[src/rtl/sync_up_counter_mod.sv]
// Modulo-N up counter with enable, synchronous clear/load, cascade carry (tc),
// a registered wrap pulse and a sticky overflow flag.
module sync_up_counter_mod #(
    parameter int WIDTH    = 3,
    parameter int MODULO   = 8,
    parameter bit SATURATE = 1'b0
) (
    input  logic             clk,
    input  logic             rst,
    input  logic             en,
    input  logic             clr,
    input  logic             load,
    input  logic [WIDTH-1:0] load_val,
    output logic [WIDTH-1:0] q,
    output logic             tc,
    output logic             wrap,
    output logic             ovf
);

    generate
        if (MODULO < 2 || MODULO > (2 ** WIDTH)) begin : g_bad_modulo
            $error("sync_up_counter_mod: MODULO must lie in 2..2**WIDTH");
        end
    endgenerate

    localparam logic [WIDTH-1:0] MAX_VAL = WIDTH'(MODULO - 1);

    logic at_max;

    assign at_max = (q == MAX_VAL);
    assign tc     = en & ~clr & ~load & at_max;

    always_ff @(posedge clk or negedge rst) begin
        if (!rst) begin
            q    <= '0;
            wrap <= 1'b0;
            ovf  <= 1'b0;
        end else if (clr) begin
            q    <= '0;
            wrap <= 1'b0;
            ovf  <= 1'b0;
        end else if (load) begin
            // Out-of-range load values clamp to the top of the sequence.
            q    <= (load_val > MAX_VAL) ? MAX_VAL : load_val;
            wrap <= 1'b0;
        end else if (en) begin
            if (at_max) begin
                ovf <= 1'b1;
                if (SATURATE) begin
                    wrap <= 1'b0;
                end else begin
                    q    <= '0;
                    wrap <= 1'b1;
                end
            end else begin
                q    <= q + WIDTH'(1);
                wrap <= 1'b0;
            end
        end else begin
            wrap <= 1'b0;
        end
    end

endmodule

[config.mk]
export PLATFORM = sky130hd
export DESIGN_NAME = sync_up_counter_mod
export DESIGN_NICKNAME = d
export VERILOG_FILES = /design/src/rtl/sync_up_counter_mod.sv
export SDC_FILE = /design/constraint.sdc
export NUM_CORES = 1
export LEC_CHECK = 0
export CORE_AREA = 8 8 45 47
export DETAILED_ROUTE_END_ITERATION = 16
export DIE_AREA = 0 0 53 55
export GPL_ROUTABILITY_DRIVEN = 0
export SYNTH_ARGS = -nofsm -noshare
export SYNTH_HDL_FRONTEND = slang
export SYNTH_SLANG_ARGS = --single-unit
export TNS_END_PERCENT = 50
[constraint.sdc]
create_clock -name clk -period 1.9 [get_ports clk]
set_input_delay 0.19 -clock clk [delete_from_list [all_inputs] [get_ports clk]]
set_output_delay 0.19 -clock clk [all_outputs]
set_load 0.1 [all_outputs]
==> parameters.txt <==
Parameter                              Value

Status
  Run status ... completed

Cells and area
  Number of nets at the end of the flow ... 52
  N_diodes ... 0
  Proportion of layout cells with a drive suffix above 1 ... 36.6%
  Leading cell type in the layout, fill and taps excluded ... clkdlybuf4s50_1
  Post-layout util ... 33.4%
  Synthesis-to-layout area growth ... 67.0%
  Most used cells in the layout excluding fill and tap cells ... 7 x clkdlybuf4s50_1, 6 x buf_4, 3 x nor2b_1, 3 x clkbuf_4, 3 x dfrtp_2

STA
  Final count of hold timing violations ... 0
  Fin Setup TNS ... 0 ps
  Max-slew headroom ... 81.4%
  Number of pins with negative max-slew slack in the final report ... 0
  Smallest hold slack ... 182 ps
  Post-route worst setup slack ... 208 ps
  RSZ-0062 raised after global routing ... no
  Slew at the pin with the worst max-slew slack ... 281 ps
  Final worst clock skew ... 0.118 ps
  Max Clock Freq ... 591 MHz
  Endpoints failing setup ... 0
  Clock period minus worst slack ... 1690 ps
  Post-route fraction of the period consumed by the critical path ... 89.0%

Synthesis
  Post-synthesis sequential element count ... 5
  Dominant cell type by area after synthesis ... dfrtp_1
  Sequential fraction of the synthesis area ... 45.2%
  Leading cell types by total area after synthesis ... dfrtp_1 45%, ha_1 9.0%, nor2b_1 6.8%
  Avg Synthesized Cell Area ... 12.0 um2
  Cell area after technology mapping ... 277 um2
  Mapped Nets ... 33
  Cell count after synthesis ... 23
  Portion of synthesized cell area occupied by the leading cell type ... 45.2%
  Count of different cell masters after synthesis ... 14
  Number of synthesis warnings ... 0

Detailed routing
  Total Wirelength ... 662 um
  DRC violations left ... 0
  Routed length per instance ... 11.6 um
  Met1 layer wirelength in the final routing ... 327 um
  Initial DRC count ... 2
  First-pass iteration count of the detailed router ... 2
  Uppermost layer routed ... met3
  Via-per-instance ratio ... 4.37
  Metal2 WL ... 268 um
  Number of nets with antenna violations after routing ... 0
  Overall via count from detail_route ... 249
  Routed met3 length ... 66 um

Placed design
  Number of port buffers ... 13
  Worst setup timing slack at the placement stage ... 354 ps

GRT
  Overflow left after global routing ... 0
  Number of antenna violations at the first check in global routing ... 0
  Via count of the first global-routing pass ... 254
  First-pass GRT wire length ... 1.08 mm
  GRT Overall Usage ... 5.04%
  Largest net degree at the start of global routing ... 8

Setup path
  Req. time, crit path ... 1710 ps
  Type of destination of the critical path ... output port
  Worst Path Arrival ... 1500 ps
  Largest fanout on the critical path ... 4
  Category of the most critical setup path ... flip-flop to output port
  Crit path launch type ... flip-flop

Clock tree
  # Post-CTS Setup Buffers ... 0
  Total of hold buffers inserted after clock tree synthesis ... 0
  Cts bufs inserted ... 3
  Number of cells upsized or downsized after cts ... 0
  H-tree depth ... 1
  Root buffer selected by CTS ... clkbuf_4
  Number of buffers on the longest clock path ... 2
  Clock transition time at the flip-flop clock pins of the worst setup and hold paths ... 40 ps
  Clock tree from TritonCTS ... built
  Clk_lat worst skew ... 230 ps
  Clock sinks ... 5

Worst hold path
  Hold Path Class ... input port to asynchronous set/reset pin

Floorplanning
  Core Footprint ... 1380 um2
  Die Footprint ... 2920 um2
  Number of ports placed on the die boundary ... 14
  Count of standard-cell rows ... 14
  Vertical die dimension ... 55 um
  Initial core utilization ... 20.0%
  Chip Width ... 53 um

Pwr
  Post-layout power ... 325 uW
  Maximum vdd ir drop ... 0.288 mV
  P per Cell Area ... 703 nW/um2
  Static power due to leakage ... 0.217 nW

Job
  Max Cap Violations ... 0
## flip-flops by register name, summed over array words and instances, names as in the netlist
signal  cells
ovf         1
wrap        1
q           3
## cell usage after synthesis
master    n
dfrtp_1   5
nor2b_1   3
ha_1      2
inv_1     2
nand2b_1  2
a211oi_1  1
a21o_1    1
a311oi_1  1
a311oi_2  1
and4bb_1  1
mux2i_1   1
nand3b_1  1
nor4bb_1  1
or3b_1    1
## logic make-up (layout without fill, tap and decap cells)
group | after synthesis | count (layout) | share of synthesized area [%]
muxes | 1 | 1 | 3.62
DFF | 5 | 5 | 45.2
and+or+nand+nor | 9 | 9 | 25.3
AOI/OAI and AO/OA | 4 | 4 | 14.0
adders and majority gates | 2 | 2 | 9.05
buffers and inverters | 2 | 20 | 2.72
## routing by layer
metal | vias up | GRT usage (%)
li1 | 122 | -
met1 | 114 | 6.44
met2 | 13 | 6.05
met3 | 0 | 2.67
met4 | 0 | 3.88
met5 | - | 0
## layout make-up
cell class / count / area (um2)
Clock buffer: 4 / 26.3
Fill cell: 138 / 922
Inverter: 2 / 7.51
Multi-Input combinational cell: 16 / 144
Sequential cell: 5 / 129
Tap cell: 16 / 20.0
Timing Repair Buffer: 14 / 135
## power breakdown
group | internal [mW] | switching (mW)
combinational | 0.0323 | 0.0571
clock | 0.0791 | 0.0386
sequential | 0.113 | 0.00457
total | 0.224 | 0.100
## worst max-delay path, stage by stage, from the launching register on
cell	delay (ps)
dfrtp_2	410
ha_1	200
ha_1	210
and4bb_2	270
buf_12	170
## final timing paths
path                       from   end  slack [ps]  cells past startpoint
max                        q[0]    tc         210                      4
min                         rst  wrap         180                      1
max reg2reg                q[0]  q[0]         360                      4
min reg2reg                 ovf   ovf         480                      1
max in group asynchronous   rst  q[0]        1510                      1
min in group clk            ovf   ovf         480                      1
## through the flow
step / cell area [um2] / instances
4_1_cts: 462 / 57
3_5_place_dp: 435 / 53
5_1_grt: 462 / 57
6_report: 462 / 57
2_1_floorplan: 280 / 23
3_3_place_gp: 435 / 53
Note: power is estimated with default switching activity, not from simulation.
